==> src/rtl/obsidian_pkg.sv <==
// rtl/obsidian_pkg.sv - shared opcode and flag-index constants for the Obsidian ALU
package obsidian_pkg;

    localparam logic [3:0] ALU_ADD = 4'b0000;
    localparam logic [3:0] ALU_SUB = 4'b0001;
    localparam logic [3:0] ALU_OR  = 4'b0010;
    localparam logic [3:0] ALU_XOR = 4'b0011;
    localparam logic [3:0] ALU_LSL = 4'b0100;
    localparam logic [3:0] ALU_LSR = 4'b0101;
    localparam logic [3:0] ALU_SAL = 4'b0110;
    localparam logic [3:0] ALU_SAR = 4'b0111;
    localparam logic [3:0] ALU_AND = 4'b1000;
    localparam logic [3:0] ALU_MUL = 4'b1001;

    // Bit positions inside the {N,Z,C,V} flag register
    localparam int NZCV_N = 3;
    localparam int NZCV_Z = 2;
    localparam int NZCV_C = 1;
    localparam int NZCV_V = 0;

endpackage

==> src/rtl/obsidian_shifter.sv <==
// rtl/obsidian_shifter.sv - barrel shifter for LSL/SAL, LSR and SAR
module obsidian_shifter
    import obsidian_pkg::*;
#(
    parameter int WIDTH = 32
) (
    input  logic [WIDTH-1:0] a,
    input  logic [4:0]       shamt,
    input  logic [3:0]       op,
    output logic [WIDTH-1:0] y
);

    always_comb begin
        y = a;
        case (op)
            ALU_LSL, ALU_SAL: y = a << shamt;
            ALU_LSR:          y = a >> shamt;
            ALU_SAR:          y = $unsigned($signed(a) >>> shamt);
            default:          y = a;
        endcase
    end

endmodule

==> src/rtl/obsidian_alu.sv <==
// rtl/obsidian_alu.sv - 32-bit execute-stage ALU with registered result and NZCV flags
// Optional multiply on opcode 1001 when OBSIDIAN_ALU_MUL_EN is defined.
module obsidian_alu
    import obsidian_pkg::*;
#(
    parameter int WIDTH = 32
) (
    input  logic             clk,
    input  logic             rst_n,
    input  logic [WIDTH-1:0] a,
    input  logic [WIDTH-1:0] b,
    input  logic [3:0]       alu_control,
    input  logic [4:0]       shamt,
    input  logic             flag_we,
    output logic [WIDTH-1:0] c,
    output logic             zero,
    output logic [WIDTH-1:0] c_q,
    output logic [3:0]       nzcv_q
);

    logic             is_sub;
    logic [WIDTH-1:0] b_eff;
    logic [WIDTH:0]   sum;
    logic [WIDTH-1:0] shift_y;
    logic             flag_c;
    logic             flag_v;
    logic [3:0]       nzcv_d;

    // Subtraction reuses the adder as a + ~b + 1 so carry-out means "no borrow"
    assign is_sub = (alu_control == ALU_SUB);
    assign b_eff  = is_sub ? ~b : b;
    assign sum    = {1'b0, a} + {1'b0, b_eff} + {{WIDTH{1'b0}}, is_sub};

    obsidian_shifter #(
        .WIDTH (WIDTH)
    ) u_shifter (
        .a     (a),
        .shamt (shamt),
        .op    (alu_control),
        .y     (shift_y)
    );

`ifdef OBSIDIAN_ALU_MUL_EN
    logic [WIDTH-1:0] mul_lo;
    assign mul_lo = a * b;
`endif

    always_comb begin
        c = '0;
        case (alu_control)
            ALU_ADD, ALU_SUB: c = sum[WIDTH-1:0];
            ALU_OR:           c = a | b;
            ALU_XOR:          c = a ^ b;
            ALU_AND:          c = a & b;
            ALU_LSL, ALU_LSR,
            ALU_SAL, ALU_SAR: c = shift_y;
`ifdef OBSIDIAN_ALU_MUL_EN
            ALU_MUL:          c = mul_lo;
`endif
            default:          c = '0;
        endcase
    end

    assign zero = (c == '0);

    always_comb begin
        flag_c = 1'b0;
        flag_v = 1'b0;
        if (alu_control == ALU_ADD) begin
            flag_c = sum[WIDTH];
            flag_v = (a[WIDTH-1] == b[WIDTH-1]) && (c[WIDTH-1] != a[WIDTH-1]);
        end else if (is_sub) begin
            flag_c = sum[WIDTH];
            flag_v = (a[WIDTH-1] != b[WIDTH-1]) && (c[WIDTH-1] != a[WIDTH-1]);
        end
    end

    always_comb begin
        nzcv_d         = 4'b0000;
        nzcv_d[NZCV_N] = c[WIDTH-1];
        nzcv_d[NZCV_Z] = zero;
        nzcv_d[NZCV_C] = flag_c;
        nzcv_d[NZCV_V] = flag_v;
    end

    always_ff @(posedge clk or negedge rst_n) begin
        if (!rst_n) begin
            c_q    <= '0;
            nzcv_q <= 4'b0000;
        end else begin
            c_q <= c;
            if (flag_we) begin
                nzcv_q <= nzcv_d;
            end
        end
    end

endmodule

==> config.mk <==
export PLATFORM = sky130hd
export DESIGN_NAME = obsidian_alu
export DESIGN_NICKNAME = d
export VERILOG_FILES = /design/src/rtl/obsidian_pkg.sv /design/src/rtl/obsidian_shifter.sv /design/src/rtl/obsidian_alu.sv
export SDC_FILE = /design/constraint.sdc
export NUM_CORES = 1
export LEC_CHECK = 0
export BUFFER_PORTS_ARGS = -buffer_cell sky130_fd_sc_hd__buf_4
export CORE_ASPECT_RATIO = 1.4
export CORE_MARGIN = 2
export CORE_UTILIZATION = 61
export DETAILED_ROUTE_END_ITERATION = 10
export PLACE_DENSITY = 0.85
export REMOVE_ABC_BUFFERS = 1
export SYNTH_ARGS = -nofsm -noshare
export SYNTH_HDL_FRONTEND = slang
export SYNTH_HIERARCHICAL = 1
export SYNTH_SLANG_ARGS = --single-unit
==> constraint.sdc <==
create_clock -name clk -period 5.8 [get_ports clk]
set_clock_uncertainty 0.2 [all_clocks]
set_input_delay 0 -clock clk [delete_from_list [all_inputs] [get_ports clk]]
set_output_delay 0 -clock clk [all_outputs]
set_load 0.01 [all_outputs]
==> results.py <==
metrics = {
    "timing": {
        "finalMaxSlewViolations": 0,
        "timing.slew.headroom": 0.222,
        "fin_crit_sh": 0.884,
        "fmax_mhz": 195,
        "worst_pin_slew_ns": 1.16,
        "layout_setup_ws_ns": 0.672,
        "min_period_ns": 5.13,
        "tns_ns": 0,
        "finalSetupViolations": 0,
        "rsz0062_at_grt": "no",
        "hold_viol": 0,
    },
    "floorplan": {
        "ios": 145,
        "placementRows": 55,
        "core_um2": 16200,
        "fp.dieH_um": 157,
        "die-width_um": 113,
        "start_util": 0.628,
        "die_area_um2": 17800,
    },
    "grt": {
        "grt-ovfl-total": 0,
        "grt_start_max_net_pins": 58,
        "grt_usage": 0.473,
        "antenna_found_initial": 0,
        "grt_pass1_wl_um": 64700,
        "first_global_vias": 10900,
    },
    "synthesis": {
        "synth_edf_count": 0,
        "synth-seq-cells": 36,
        "synth_area_leaders": "mux4_2 (17%), ha_1 (13%), dfrtp_1 (8.8%)",
        "synth_top_cell_area_share": 0.174,
        "synth-warning-count": 6,
        "synth-compound-area-share": 0.254,
        "synthAdderAreaFrac": 0.128,
        "ys.flop_type": "dfrtp_1",
        "ys_seq_area_frac": 0.0883,
        "synth-simple-area-share": 0.172,
        "synth.area.mux_share": 0.243,
        "yosysUniqueCellTypes": 88,
        "synth_xor_area_frac": 0.0326,
        "syn_area_um2": 10200,
        "yosys.area.top_type": "mux4_2",
        "postSynthAreaPerCell_um2": 8.11,
        "synthCells": 1257,
        "synth_top_family_by_area": "compound AO/OA/AOI/OAI gates",
        "async_flop_share": 1.00,
    },
    "finish": {
        "fin_nets": 1506,
        "stdcell_count": 1526,
        "antennaDiodeCount": 0,
        "final_cell_area_um2": 11500,
        "syn_to_final_growth_pct": 12.5,
        "drive_gt1_frac": 0.228,
    },
    "critical_path": {
        "r2r_end": "nzcv_q[3]",
        "reg2regPathDepth": 1,
        "cp.required_ns": 5.60,
        "crit_start": "shamt[2]",
        "critPathKind": "in2out",
        "cp-start-kind": "input port",
        "reg2reg_slack_ns": 4.72,
        "cp.arrival_ns": 4.93,
        "cp-end-kind": "output port",
        "r2r-start": "nzcv_q[3]",
        "critPathMaxFanout": 33,
    },
    "detailed_routing": {
        "first_iter_violations": 1855,
        "firstDrtPassIters": 6,
        "drc": 0,
        "routed_wl_um": 42700,
        "drt-vias-per-instance": 7.63,
        "drtAntennaViolNets": 0,
        "wl_per_cell_um": 28.0,
        "num_vias": 11600,
    },
    "placement": {
        "portBuffers": 144,
        "gp_congestion": 1.07,
        "post-dp-hpwl_um": 30200,
        "dpl_cell_area_um2": 11300,
        "dp.cells": 1515,
        "dp_slack_ns": 0.941,
    },
    "clocking": {
        "cts-buffers-inserted": 5,
        "clockBufferDepth": 2,
        "htree_levels": 2,
        "ctsRootBufferMaster": "clkbuf_16",
        "cts.reportedPaths.clkPinSlew_ns": 0.06,
        "clock_sinks": 36,
        "cts_tree": "built",
        "clk_latency_ns": 0.29,
        "cts_setup_buffers": 0,
    },
    "power_and_ir_drop": {
        "p_sw_frac": 0.462,
        "clock_power_share": 0.185,
        "cellPowerDensity_nw_per_um2": 151,
        "p_comb_frac": 0.647,
        "p_seq_frac": 0.168,
        "p_int_mw": 0.935,
        "p_leak_nw": 5.03,
        "ir_drop_mv": 0.404,
        "p_sw_mw": 0.802,
    },
    "hold_path": {
        "hp-class": "in2async",
    },
    "status": {
        "outcome": "finished, final reports clean",
    },
    "flow_run": {
        "cap_violations": 0,
    },
}
## state kept, by name, indices dropped and copies added (netlist names)
name    count
nzcv_q      4
c_q        32
## power groups by stage
| stage | combinational (mW) | sequential [mW] | clock, mW |
|---|---|---|---|
| 6_report | 1.12 | 0.291 | 0.322 |
| 5_1_grt | 1.19 | 0.293 | 0.330 |
| 4_1_cts | 1.07 | 0.290 | 0.322 |
| 2_1_floorplan | 0.601 | 0.308 | 0 |
| 3_3_place_gp | 1.05 | 0.293 | 0 |
| 3_5_place_dp | 1.07 | 0.294 | 0 |
## Yosys cell counts (all sizes together) (32+ instances only)
cell and n:
a21oi 85, buf 51, clkbuf 61, dfrtp 36
ha 103, inv 84, mux2i 47, mux4 79
nand2 91, nand3 32, nor2 85, nor3 48
o21ai 80, xnor2 34
## worst max-delay path by stage
| stage | slack [ns] | endpoint | cells past startpoint |
|---|---|---|---|
| 2_1_floorplan | 0.33 | nzcv_q[2] | 15 |
| 3_3_place_gp | 1.03 | nzcv_q[2] | 15 |
| 3_5_place_dp | 0.94 | nzcv_q[2] | 15 |
| 4_1_cts | 1.01 | zero | 15 |
| 5_1_grt | 0.55 | zero | 15 |
| 6_report | 0.67 | zero | 15 |
## placed cells by master (no fill, tap or decap), types with 15 or more instances in the layout
master      n
buf_4     169
ha_1      103
nand2_1    90
nor2_1     85
a21oi_1    85
inv_1      84
mux4_2     79
o21ai_0    77
mux2i_1    47
nor3_1     46
dfrtp_1    36
xnor2_1    34
nand3_1    32
a22oi_1    20
mux2_2     20
o22ai_1    19
o211ai_1   18
nand4_1    17
o31ai_1    15
## logic make-up after synthesis
logic type               after synthesis
AND/OR/NAND/NOR                      353
XOR/XNOR                              38
AO/OA/AOI/OAI                        382
adder cells (fa/ha/maj)              104
buffers and inverters                198
multiplexers                         146
flip-flops                            36
## worst max-delay path: stages
cell and delay (ns):
buf_4 0.36, clkinv_1 0.54, mux4_2 0.63, mux2i_1 0.31, a211oi_1 0.33, o22a_1 0.29, nor2b_1 0.15, o31ai_1 0.13
or3_1 0.38, or4_1 0.42, or4_1 0.44, nor3_2 0.19, nand4b_1 0.20, nor4_2 0.34, buf_4 0.19
## layer usage
layer | vias to the layer above | global-route usage | routed length [µm]
li1 | 4924 | - | -
met5 | - | 0 | 0
met1 | 5441 | 0.569 | 14400
met4 | 0 | 0.333 | 3870
met2 | 1003 | 0.733 | 19100
met3 | 268 | 0.125 | 5320
## metrics by stage
| stage | hold slack (ns) | power (mW) | utilization |
|---|---|---|---|
| floorplan | -0.496 | 0.908 | - |
| global placement | -0.230 | 1.34 | 0.694 |
| detailed placement | -0.218 | 1.36 | 0.694 |
| CTS | 0.0146 | 1.69 | 0.706 |
| global route | 0.0526 | 1.81 | 0.706 |
| finish | 0.0129 | 1.74 | 0.706 |
## layout make-up
type,instances,area (µm²)
clock buffer,5,125
clock inverter,3,42.5
fill,1322,4770
inverter,86,323
multi-input combinational,1023,8490
sequential,36,901
tap,199,249
timing repair buffer,174,1340
## timing repair
item | 4_1_cts | 5_1_grt
resized for setup | 0 | 0
hold buffers | 3 | 0
endpoints found under the hold margin | 41 | 0
(Power assumes the default switching activity.)
